<file path="src/rtl/alu_seq.sv">
// alu_seq: three-state micro-sequencer that drives an external 8-bit ALU.
// Owns a small register file and the architectural cf/zf flags. It accepts
// one instruction per valid/ready handshake and writes the result back two
// cycles after the instruction is accepted.
module alu_seq #(
    parameter int WIDTH = 8,
    parameter int AW    = 2
) (
    input  logic             clk,
    input  logic             rst,
    input  logic             instr_valid,
    output logic             instr_ready,
    input  logic [2:0]       opcode,
    input  logic [AW-1:0]    rd,
    input  logic [AW-1:0]    rs,
    input  logic [WIDTH-1:0] imm,
    output logic             alu_m,
    output logic [3:0]       alu_s,
    output logic [WIDTH-1:0] alu_a,
    output logic [WIDTH-1:0] alu_b,
    input  logic [WIDTH-1:0] alu_t,
    input  logic             alu_cf,
    input  logic             alu_zf,
    output logic             done,
    output logic             err,
    output logic             cf,
    output logic             zf,
    input  logic [AW-1:0]    dbg_sel,
    output logic [WIDTH-1:0] dbg_data
);

    typedef enum logic [1:0] {
        S_IDLE = 2'd0,
        S_EXEC = 2'd1,
        S_WB   = 2'd2
    } state_t;

    typedef enum logic [2:0] {
        OP_NOP = 3'b000,
        OP_MOV = 3'b001,
        OP_ADD = 3'b010,
        OP_SUB = 3'b011,
        OP_AND = 3'b100,
        OP_NOT = 3'b101,
        OP_LDI = 3'b110,
        OP_RSV = 3'b111
    } op_t;

    state_t           r_state;
    logic [WIDTH-1:0] r_regs [0:(1<<AW)-1];
    logic             r_cf;
    logic             r_zf;
    logic             r_alu_m;
    logic [3:0]       r_alu_s;
    logic [WIDTH-1:0] r_alu_a;
    logic [WIDTH-1:0] r_alu_b;
    op_t              r_op;
    logic [AW-1:0]    r_rd;
    logic [WIDTH-1:0] r_res;
    logic             r_res_cf;
    logic             r_res_zf;
    logic             r_done;
    logic             r_err;

    logic             w_m;
    logic [3:0]       w_s;
    logic [WIDTH-1:0] w_a;
    logic [WIDTH-1:0] w_b;
    logic             w_wr;
    logic             w_flag_wr;

    // Decode the incoming opcode into the ALU control word and operands.
    always_comb begin
        w_m = 1'b0;
        w_s = 4'b0000;
        w_a = r_regs[rs];
        w_b = r_regs[rd];
        case (op_t'(opcode))
            OP_MOV: begin w_m = 1'b0; w_s = 4'b1100; end
            OP_ADD: begin w_m = 1'b1; w_s = 4'b1001; end
            OP_SUB: begin w_m = 1'b1; w_s = 4'b0110; end
            OP_AND: begin w_m = 1'b1; w_s = 4'b1011; end
            OP_NOT: begin w_m = 1'b1; w_s = 4'b0101; end
            OP_LDI: begin w_m = 1'b0; w_s = 4'b1100; w_a = imm; end
            default: begin w_m = 1'b0; w_s = 4'b0000; end
        endcase
    end

    // Decide which retiring instructions write the register file and flags.
    always_comb begin
        w_wr      = 1'b0;
        w_flag_wr = 1'b0;
        case (r_op)
            OP_MOV, OP_AND, OP_NOT, OP_LDI: w_wr = 1'b1;
            OP_ADD, OP_SUB: begin w_wr = 1'b1; w_flag_wr = 1'b1; end
            default: begin w_wr = 1'b0; w_flag_wr = 1'b0; end
        endcase
    end

    // Sequencer FSM: accept in IDLE, capture ALU result in EXEC, retire in WB.
    always_ff @(posedge clk) begin
        if (rst) begin
            r_state  <= S_IDLE;
            for (int unsigned i = 0; i < (1 << AW); i++) begin
                r_regs[AW'(i)] <= '0;
            end
            r_cf     <= 1'b0;
            r_zf     <= 1'b0;
            r_alu_m  <= 1'b0;
            r_alu_s  <= '0;
            r_alu_a  <= '0;
            r_alu_b  <= '0;
            r_op     <= OP_NOP;
            r_rd     <= '0;
            r_res    <= '0;
            r_res_cf <= 1'b0;
            r_res_zf <= 1'b0;
            r_done   <= 1'b0;
            r_err    <= 1'b0;
        end else begin
            case (r_state)
                S_IDLE: begin
                    if (instr_valid) begin
                        r_alu_m <= w_m;
                        r_alu_s <= w_s;
                        r_alu_a <= w_a;
                        r_alu_b <= w_b;
                        r_op    <= op_t'(opcode);
                        r_rd    <= rd;
                        r_state <= S_EXEC;
                    end
                end
                S_EXEC: begin
                    r_res    <= alu_t;
                    r_res_cf <= alu_cf;
                    r_res_zf <= alu_zf;
                    r_done   <= 1'b1;
                    r_err    <= (r_op == OP_RSV);
                    r_state  <= S_WB;
                end
                S_WB: begin
                    if (w_wr) begin
                        r_regs[r_rd] <= r_res;
                    end
                    if (w_flag_wr) begin
                        r_cf <= r_res_cf;
                        r_zf <= r_res_zf;
                    end
                    r_done  <= 1'b0;
                    r_err   <= 1'b0;
                    r_alu_m <= 1'b0;
                    r_alu_s <= '0;
                    r_alu_a <= '0;
                    r_alu_b <= '0;
                    r_state <= S_IDLE;
                end
                default: r_state <= S_IDLE;
            endcase
        end
    end

    assign instr_ready = (r_state == S_IDLE);
    assign alu_m       = r_alu_m;
    assign alu_s       = r_alu_s;
    assign alu_a       = r_alu_a;
    assign alu_b       = r_alu_b;
    assign done        = r_done;
    assign err         = r_err;
    assign cf          = r_cf;
    assign zf          = r_zf;
    assign dbg_data    = r_regs[dbg_sel];

endmodule

</file>
<file path="config.mk">
export PLATFORM = sky130hd
export DESIGN_NAME = alu_seq
export DESIGN_NICKNAME = d
export VERILOG_FILES = /design/src/rtl/alu_seq.sv
export SDC_FILE = /design/constraint.sdc
export NUM_CORES = 1
export LEC_CHECK = 0
export BUFFER_PORTS_ARGS = -buffer_cell sky130_fd_sc_hd__buf_2
export CORE_ASPECT_RATIO = 0.7
export CORE_MARGIN = 3
export CORE_UTILIZATION = 56
export DETAILED_ROUTE_END_ITERATION = 10
export PLACE_DENSITY = 0.8
export SYNTH_ARGS = -nofsm -noshare
export SYNTH_HDL_FRONTEND = slang
export SYNTH_SLANG_ARGS = --single-unit
</file>
<file path="constraint.sdc">
create_clock -name clk -period 2.7 [get_ports clk]
set_clock_uncertainty 0.1 [all_clocks]
set_input_delay 0 -clock clk [delete_from_list [all_inputs] [get_ports clk]]
set_output_delay 0 -clock clk [all_outputs]
set_load 0.01 [all_outputs]
</file>
==> flow_metrics.env, run 1 <==
export IMPL_ys_seq_elements=74
export IMPL_yosysUniqueCellTypes=42
export IMPL_dieArea_sq_um=7370
export IMPL_synth_ff_type="dfxtp_1"
export IMPL_place_inst=397
export IMPL_grt_setup_unrepaired="false"
export IMPL_syn_area_per_cell_sq_um=13.0
export IMPL_path_class="reg2reg"
export IMPL_cts_sinks=74
export IMPL_fin_ws_ns=0.360
export IMPL_fin_crit_sh_pct=86.7
export IMPL_p_per_area_nw_per_um2=570
export IMPL_crit_path_end_kind="flip-flop"
export IMPL_htree_levels=3
export IMPL_synth_top_area_share_pct=27.0
export IMPL_ys_warn_count=0
export IMPL_vias=2639
export IMPL_clk_latency_ns=0.35
export IMPL_fin_crit_ns=2.34
export IMPL_max_slew_margin_rel_pct=58.5
export IMPL_r2r_start="r_state[0]$_SDFFE_PP0P_"
export IMPL_die_width_microns=101
export IMPL_area_growth_pct=23.1
export IMPL_syn_nets=309
export IMPL_via_per_inst=5.98
export IMPL_drive_gt1_share_pct=31.4
export IMPL_ant_nets=0
export IMPL_globalplace_congestion=0.815
export IMPL_synth_area_leaders="edfxtp_1 27%, dfxtp_1 24%, mux4_2 15%"
export IMPL_start_util_pct=60.1
export IMPL_first_global_vias=2469
export IMPL_postRouteWirelength_microns=7770
export IMPL_internal_power_mw=1.85
export IMPL_syn_inst=274
export IMPL_firstDrtPassIters=5
export IMPL_numCtsBuffers=9
export IMPL_drt_iter0_markers=181
export IMPL_p_leak_nw=1.80
export IMPL_async_reset_ff_share_pct=0
export IMPL_hold_path_class="in2reg"
export IMPL_ir_drop_mv=0.390
export IMPL_ctsResizeCount=0
export IMPL_diodes=0
export IMPL_min_from="rs[1]"
export IMPL_antenna_found_initial=0
export IMPL_overflow=0
export IMPL_grt_start_max_net_pins=41
export IMPL_slew_violations=0
export IMPL_hold_violations=0
export IMPL_drv_cap=0
export IMPL_combinationalPowerShare_pct=14.9
export IMPL_p_sw_uw=653
export IMPL_grt_pass1_wl_microns=12800
export IMPL_stdcell_count=441
export IMPL_syn_area_sq_um=3560
export IMPL_tns_ns=0
export IMPL_max_freq_mhz=427
export IMPL_synth_edf_count=32
export IMPL_wl_per_cell_microns=17.6
export IMPL_yosysSeqAreaShare_pct=50.6
export IMPL_grt_usage_pct=22.6
export IMPL_worstPathRequired_ns=2.65
export IMPL_clk_pin_slew_worst_paths_ns=0.07
export IMPL_pwr_share_clk_pct=34.1
export IMPL_startpoint="r_state[0]$_SDFFE_PP0P_"
export IMPL_seqPwrFrac_pct=51.0
export IMPL_timing_critical_path_fanout_max=10
export IMPL_crit_arrival_ns=2.29
export IMPL_clockBufferDepth=2
export IMPL_core_sq_um=5930
export IMPL_cts_tree="built"
export IMPL_rows=23
export IMPL_nNetsFinal=396
export IMPL_dpl_hpwl_microns=5550
export IMPL_worst_slew_pin_transition_ns=0.619
export IMPL_ioPinCount=64
export IMPL_setup_violations=0
export IMPL_synth_largest_area_cell="edfxtp_1"
export IMPL_p_sw_share_pct=26.1
export IMPL_port_buffers=63
export IMPL_critPathLaunchType="flip-flop"
export IMPL_die_h_microns=72.7
export IMPL_drc=0
export IMPL_cts_root_buffer="clkbuf_8"
export IMPL_status="completed"
export IMPL_preCtsSetupSlack_ns=0.378
export IMPL_whs_ns=0.104
-- registers in the layout, summed over array words and instances, names as in the netlist --
name and flops:
alu_b 8, r_rd 2, done 1, r_regs 32, r_res_cf 1, alu_s 4
r_res 8, alu_a 8, r_res_zf 1, zf 1, alu_m 1, r_op 3
r_state 2, err 1, cf 1
-- power groups by stage --
| stage | Sequential (mW) | Combinational (mW) | Clock, mW |
|---|---|---|---|
| after global routing | 1.28 | 0.406 | 0.917 |
| after global placement | 1.29 | 0.328 | 0 |
| after detailed placement | 1.30 | 0.335 | 0 |
| after CTS | 1.27 | 0.369 | 0.865 |
| final | 1.28 | 0.373 | 0.853 |
| after floorplan | 1.29 | 0.224 | 0 |
-- placed cells by master, fill, tap and decap left out, drive strengths merged, types with 2 or more instances in the layout --
| cell type | n |
|---|---|
| clkinv | 2 |
| dfxtp | 42 |
| clkbuf | 11 |
| nor3b | 10 |
| mux4 | 24 |
| nor2b | 3 |
| o211ai | 2 |
| and3b | 3 |
| nand3 | 6 |
| ha | 5 |
| a21oi | 8 |
| edfxtp | 32 |
| o21ai | 2 |
| a221o | 8 |
| and3 | 9 |
| inv | 7 |
| nand2 | 7 |
| nor4 | 2 |
| buf | 66 |
| a21boi | 2 |
| and2 | 25 |
| nor2 | 19 |
| or2 | 2 |
| mux2i | 14 |
| dlygate4sd3 | 28 |
| nand2b | 3 |
| a22o | 8 |
-- cells in the mapped netlist, drive strengths merged, types with 3 or more instances --
cell type,count
a21oi,8
a221o,8
mux4,24
clkbuf,8
nand2,7
nor2,19
and3,9
edfxtp,32
inv,6
a22o,8
nor2b,3
dfxtp,42
nor3b,10
and3b,3
nand3,6
buf,10
ha,5
and2,25
nand2b,3
mux2i,14
-- area by class of cell --
class / instances / area (sq um)
clock buffer: 11 / 131
clock inverter: 5 / 63.8
fill: 376 / 1540
inverter: 6 / 22.5
multi-input combinational: 176 / 1660
sequential: 74 / 1800
tap: 75 / 93.8
timing repair buffer: 94 / 618
-- repair_timing --
| item | CTS | global route |
|---|---|---|
| setup buffers | 0 | 0 |
| endpoints found under the hold margin | 27 | 0 |
| hold buffers | 28 | 0 |
-- through the flow --
step	utilization [%]	area [sq um]	power [mW]
after CTS	74.0	4390	2.51
after global routing	74.0	4390	2.61
after detailed placement	66.0	3910	1.64
after global placement	66.0	3910	1.62
final	74.0	4390	2.50
after floorplan	-	3560	1.52
-- kinds of logic (layout without fill, tap and decap cells) --
family	after synthesis	count (layout)	synth area share [%]
AO/OA/AOI/OAI	37	37	8.15
adder cells (fa/ha/maj)	5	5	1.76
buffers and inverters	24	116	2.95
flip-flops	74	74	50.6
multiplexers	39	39	19.4
AND/OR/NAND/NOR	95	95	17.2
-- layer usage --
layer / track usage (%) / routed length [microns] / vias up
met4: 5.75 / 63 / 0
met3: 6.02 / 670 / 8
li1: - / - / 1220
met2: 34.3 / 3520 / 119
met1: 32.7 / 3520 / 1292
met5: 0 / 0 / -
-- final timing paths --
kind	endpoint	slack, ns	cells after the start
worst max register to register	r_regs[1][0]$_SDFFCE_PN0P_	0.36	5
worst min register to register	alu_s[2]$_SDFFE_PP0P_	0.36	2
worst max-delay path	r_regs[1][0]$_SDFFCE_PN0P_	0.36	5
worst min-delay path	alu_a[0]$_SDFFE_PP0P_	0.10	3
-- worst max-delay path: stages, from the launching register on --
cell     delay [ns]
dfxtp_1        0.34
inv_1          0.09
ha_1           0.39
or3b_4         0.47
nor4b_4        0.37
or2_2          0.29
(Power assumes the default switching activity.)
==> run 2, diff against run 1 <==
--- a/config.mk
+++ b/config.mk
@@ -9,6 +9,7 @@
 export CORE_ASPECT_RATIO = 0.7
 export CORE_MARGIN = 3
 export CORE_UTILIZATION = 56
+export CTS_BUF_LIST = sky130_fd_sc_hd__clkbuf_8 sky130_fd_sc_hd__clkbuf_16
 export DETAILED_ROUTE_END_ITERATION = 10
 export PLACE_DENSITY = 0.8
 export SYNTH_ARGS = -nofsm -noshare
==> run 2 against run 1 <==
Critical path depth stayed put. Worst hold slack worse by 0.0011 ns. Design area unchanged. Highest routed layer unchanged.
==> flow_metrics.env, run 2 (same netlist as run 1, synthesis figures left out) <==
export IMPL_grt_start_max_net_pins=41
export IMPL_setup_violations=0
export IMPL_crit_path_end_kind="flip-flop"
export IMPL_diodes=0
export IMPL_layout_cells_most_common="buf_2"
export IMPL_fin_ws_ns=0.354
export IMPL_multiInputGateArea_sq_um=1660
export IMPL_drive_gt1_share_pct=31.4
export IMPL_startpoint="r_state[0]$_SDFFE_PP0P_"
export IMPL_cts_setup_buffers=0
export IMPL_min_from="rs[1]"
export IMPL_r2r_end="r_regs[1][0]$_SDFFCE_PN0P_"
export IMPL_grt_setup_unrepaired="false"
export IMPL_ir_drop_mv=0.391
export IMPL_start_util_pct=60.1
export IMPL_status="completed"
export IMPL_clk_pin_slew_worst_paths_ns=0.07
export IMPL_place_area_sq_um=3910
export IMPL_via_per_inst=5.93
export IMPL_htree_levels=3
export IMPL_ant_nets=0
export IMPL_first_global_vias=2469
export IMPL_worstPathRequired_ns=2.65
export IMPL_worst_slew_pin_transition_ns=0.607
export IMPL_clk_latency_ns=0.35
export IMPL_max_freq_mhz=426
export IMPL_core_sq_um=5930
export IMPL_nFillCells=376
export IMPL_rows=23
export IMPL_crit_arrival_ns=2.29
export IMPL_hold_path_class="in2reg"
export IMPL_cts_tree="built"
export IMPL_final_area_sq_um=4390
export IMPL_cts_sinks=74
export IMPL_dieArea_sq_um=7370
export IMPL_hold_violations=0
export IMPL_nNetsFinal=396
export IMPL_tns_ns=0
export IMPL_wl_per_cell_microns=17.6
export IMPL_reg2reg_slack_ns=0.35
export IMPL_ctsResizeCount=0
export IMPL_p_per_area_nw_per_um2=569
export IMPL_ff2ff_path_depth=5
export IMPL_firstDrtPassIters=4
export IMPL_p_leak_nw=1.81
export IMPL_critPathLaunchType="flip-flop"
export IMPL_vias=2615
export IMPL_fin_crit_sh_pct=86.9
export IMPL_timing_critical_path_fanout_max=10
export IMPL_largest_register="r_regs"
export IMPL_die_h_microns=72.7
export IMPL_r2r_start="r_state[0]$_SDFFE_PP0P_"
export IMPL_path_class="reg2reg"
export IMPL_seqCellArea_sq_um=1800
export IMPL_ioPinCount=64
export IMPL_grt_pass1_wl_microns=12800
export IMPL_numCtsBuffers=9
export IMPL_largest_reg_flops=32
export IMPL_mostFrequentLayoutCells="63 x buf_2, 42 x dfxtp_1, 32 x edfxtp_1"
export IMPL_area_growth_pct=23.1
export IMPL_globalplace_congestion=0.815
export IMPL_postRouteWirelength_microns=7760
export IMPL_fin_crit_ns=2.35
export IMPL_preCtsSetupSlack_ns=0.378
export IMPL_overflow=0
export IMPL_dpl_hpwl_microns=5550
export IMPL_drc=0
export IMPL_drt_iter0_markers=168
export IMPL_max_slew_margin_rel_pct=59.2
export IMPL_slew_violations=0
export IMPL_die_width_microns=101
export IMPL_whs_ns=0.103
export IMPL_drv_cap=0
export IMPL_grt_usage_pct=22.6
export IMPL_clockBufferDepth=2
export IMPL_crit_path_end="r_regs[1][0]$_SDFFCE_PN0P_"
export IMPL_port_buffers=63
export IMPL_antenna_found_initial=0
export IMPL_cts_root_buffer="clkbuf_8"
## run 2: worst min path at each step
stage / endpoint / slack, ns / cells past startpoint
4_1_cts: alu_a[0]$_SDFFE_PP0P_ / 0.09 / 3
5_1_grt: alu_a[0]$_SDFFE_PP0P_ / 0.11 / 3
2_1_floorplan: alu_a[6]$_SDFFE_PP0P_ / 0.04 / 1
3_5_place_dp: alu_a[6]$_SDFFE_PP0P_ / 0.13 / 2
3_3_place_gp: alu_a[1]$_SDFFE_PP0P_ / 0.13 / 2
6_report: alu_a[0]$_SDFFE_PP0P_ / 0.10 / 3
## run 2: per-layer routing
metal	GRT usage [%]	share of wire, %	up-vias
met5	0	0	-
met3	6.02	9.3	10
li1	-	-	1220
met2	34.3	45	121
met4	5.75	0.90	0
met1	32.7	45	1264
## run 2: area by class of cell
cell class,instances,share of cell area (%)
Clock buffer,9,2.82
Clock inverter,7,1.63
Inverter,6,0.513
Multi-Input combinational cell,176,37.8
Sequential cell,74,41.1
Tap cell,75,2.14
Timing Repair Buffer,94,14.1
## run 2: where the power goes
part | switching, mW | internal, mW | leakage, nW
Clock | 0.421 | 0.427 | 0.102
Sequential | 0.0503 | 1.23 | 0.674
Combinational | 0.183 | 0.189 | 1.03
## run 2: through the flow
stage / cells / total power, mW / utilization [%]
6_report: 441 / 2.50 / 74.0
2_1_floorplan: 274 / 1.52 / -
4_1_cts: 441 / 2.50 / 74.0
3_3_place_gp: 397 / 1.62 / 66.0
5_1_grt: 441 / 2.60 / 74.0
3_5_place_dp: 397 / 1.64 / 66.0
## run 2: what timing repair did
action / CTS / global route
hold buffers: 28 / 0
hold endpoints to repair: 27 / 0
setup endpoints to repair: 0 / 0
## run 2: worst max-delay path, cell delays in order (launching register included)
cell     delay (ns)
dfxtp_1        0.34
inv_1          0.09
ha_1           0.39
or3b_4         0.47
nor4b_4        0.37
or2_2          0.29
==> run 3, diff against run 2 <==
--- a/config.mk
+++ b/config.mk
@@ -5,6 +5,7 @@
 export SDC_FILE = /design/constraint.sdc
 export NUM_CORES = 1
 export LEC_CHECK = 0
+export ABC_AREA = 1
 export BUFFER_PORTS_ARGS = -buffer_cell sky130_fd_sc_hd__buf_2
 export CORE_ASPECT_RATIO = 0.7
 export CORE_MARGIN = 3
@@ -12,6 +13,7 @@
 export CTS_BUF_LIST = sky130_fd_sc_hd__clkbuf_8 sky130_fd_sc_hd__clkbuf_16
 export DETAILED_ROUTE_END_ITERATION = 10
 export PLACE_DENSITY = 0.8
+export SKIP_LAST_GASP = 1
 export SYNTH_ARGS = -nofsm -noshare
 export SYNTH_HDL_FRONTEND = slang
 export SYNTH_SLANG_ARGS = --single-unit
==> run 3 against run 2 <==
Via count is 34% higher. Sequential cell count stayed put. Count of clock-buffer cells in the layout is 1 higher. Power is 1.4% higher. Setup slack better by 0.40 ns. Critical path depth is 1 higher. Final cell count is 46% higher. Non-clock buffer count is 7 lower. Sequential share of layout area is 0.24 points higher. Maximum frequency is 20% higher. Combinational power is 22% higher. Critical endpoint is now r_regs[2][5]$_SDFFCE_PN0P_. Synthesized cell count is 77% higher. Critical path type unchanged. Highest routed layer unchanged. Largest power group unchanged.
==> flow_metrics.env, run 3 <==
export IMPL_status="completed"
export IMPL_drt_iter0_markers=200
export IMPL_path_cells="inv_1, ha_1, nand4_4, nor2_2, nand2_2, nand2_1"
export IMPL_via_per_inst=5.45
export IMPL_grt_setup_unrepaired="false"
export IMPL_drv_cap=0
export IMPL_hold_path_class="in2reg"
export IMPL_ctsResizeCount=0
export IMPL_firstDrtPassIters=5
export IMPL_clk_pin_slew_worst_paths_ns=0.08
export IMPL_first_global_vias=3166
export IMPL_ant_nets=0
export IMPL_cts_setup_buffers=0
export IMPL_grt_pass1_wl_microns=15100
export IMPL_p_leak_nw=1.91
export IMPL_cts_sinks=74
export IMPL_crit_path_end_kind="flip-flop"
export IMPL_wl_per_cell_microns=14.9
export IMPL_layout_cells_most_common="nor2_1"
export IMPL_die_width_microns=103
export IMPL_syn_inst=484
export IMPL_synth_largest_area_cell="edfxtp_1"
export IMPL_synth_area_leaders="edfxtp_1 26%, dfxtp_1 23%, nor2_1 11%"
export IMPL_drc=0
export IMPL_ir_drop_mv=0.482
export IMPL_slew_violations=0
export IMPL_fin_crit_sh_pct=72.2
export IMPL_numCtsBuffers=9
export IMPL_core_sq_um=6310
export IMPL_max_freq_mhz=513
export IMPL_syn_area_per_cell_sq_um=7.60
export IMPL_syn_nets=519
export IMPL_ys_seq_elements=74
export IMPL_dieArea_sq_um=7590
export IMPL_total_power_mw=2.53
export IMPL_htree_levels=3
export IMPL_diodes=0
export IMPL_worstPathRequired_ns=2.60
export IMPL_area_growth_pct=18.7
export IMPL_timing_critical_path_fanout_max=10
export IMPL_yosysSeqAreaShare_pct=49.0
export IMPL_ys_top_cells_by_count="110 x nor2_1, 106 x nand2_1, 53 x o21ai_0"
export IMPL_vias=3513
export IMPL_setup_violations=0
export IMPL_crit_arrival_ns=1.85
export IMPL_synth_ff_type="dfxtp_1"
export IMPL_antenna_found_initial=0
export IMPL_synth_top_area_share_pct=26.1
export IMPL_path_class="reg2reg"
export IMPL_rows=24
export IMPL_start_util_pct=58.3
export IMPL_hold_violations=0
export IMPL_postCtsHoldBufs=21
export IMPL_p_per_area_nw_per_um2=580
export IMPL_synth_edf_count=32
export IMPL_worst_slew_pin_transition_ns=0.609
export IMPL_ys_warn_count=0
export IMPL_syn_area_sq_um=3680
export IMPL_clk_latency_ns=0.33
export IMPL_die_h_microns=73.8
export IMPL_slowest_stage="dfxtp_1"
export IMPL_dpl_hpwl_microns=6910
export IMPL_clockBufferDepth=2
export IMPL_cts_root_buffer="clkbuf_8"
export IMPL_grt_start_max_net_pins=26
export IMPL_crit_family="simple AND/OR/NAND/NOR gates"
export IMPL_largest_reg_flops=32
export IMPL_overflow=0
export IMPL_grt_usage_pct=26.0
export IMPL_slowest_delay_ns=0.34
export IMPL_max_slew_margin_rel_pct=59.3
export IMPL_cts_tree="built"
export IMPL_drive_gt1_share_pct=16.6
export IMPL_nNetsFinal=596
export IMPL_largest_register="r_regs"
export IMPL_mostFrequentLayoutCells="110 x nor2_1, 106 x nand2_1, 63 x buf_2"
export IMPL_critPathLaunchType="flip-flop"
export IMPL_globalplace_congestion=0.909
export IMPL_async_reset_ff_share_pct=0
export IMPL_postRouteWirelength_microns=9570
export IMPL_fin_crit_ns=1.95
export IMPL_port_buffers=63
export IMPL_yosysUniqueCellTypes=28
export IMPL_yosysMostFrequentCell="nor2_1"
export IMPL_cp_num_buf_inv=1
export IMPL_tns_ns=0
export IMPL_ioPinCount=64
==> run 3: per-stage QoR <==
stage / std cells / area (sq um) / hold WS [ns] / util (%) / worst slack (ns)
2_1_floorplan: 484 / 3680 / 0.0349 / - / 0.672
3_3_place_gp: 607 / 3970 / 0.125 / 63.0 / 0.878
3_5_place_dp: 607 / 3970 / 0.137 / 63.0 / 0.793
4_1_cts: 644 / 4360 / 0.00550 / 69.2 / 0.767
5_1_grt: 644 / 4360 / 0.0287 / 69.2 / 0.556
6_report: 644 / 4360 / 0.0169 / 69.2 / 0.751
==> run 3: area by class of cell <==
type,instances,area (sq um)
clock buffer,10,138
clock inverter,6,41.3
fill,512,1940
inverter,33,126
multi-input combinational,356,1610
sequential,74,1800
tap,78,97.6
timing repair buffer,87,548
==> run 3: worst min-delay path, delay by kind of cell <==
kind / cells / cell delay [ns]
AO/OA/AOI/OAI: 1 / 0.06
buffers and inverters: 1 / 0.13
AND/OR/NAND/NOR: 3 / 0.21
==> run 3: kinds of logic after synthesis <==
kind of cell	after synthesis	share of synthesized area [%]
and+or+nand+nor	251	28.1
AOI/OAI and AO/OA	100	14.0
DFF	74	49.0
buffers and inverters	54	7.18
adders and majority gates	5	1.70
==> run 3: final timing paths <==
path	from	to	slack, ns	cells after the start
setup / recovery	r_state[0]$_SDFFE_PP0P_	r_regs[2][5]$_SDFFCE_PN0P_	0.75	6
hold / removal	opcode[1]	alu_s[1]$_SDFFE_PP0P_	0.02	5
hold reg to reg	alu_s[2]$_SDFFE_PP0P_	alu_s[2]$_SDFFE_PP0P_	0.37	2
setup reg to reg	r_state[0]$_SDFFE_PP0P_	r_regs[2][5]$_SDFFCE_PN0P_	0.75	6
==> run 3: per-layer routing <==
metal,global-route usage (%),routed length (microns)
met5,0,0
met4,6.03,97
met3,4.93,961
met2,41.3,4240
met1,37.3,4270
==> run 3: report_power, final <==
part | switching (mW) | internal, mW | leakage, nW
sequential | 0.0608 | 1.25 | 0.675
combinational | 0.289 | 0.164 | 1.15
clock | 0.408 | 0.360 | 0.0905
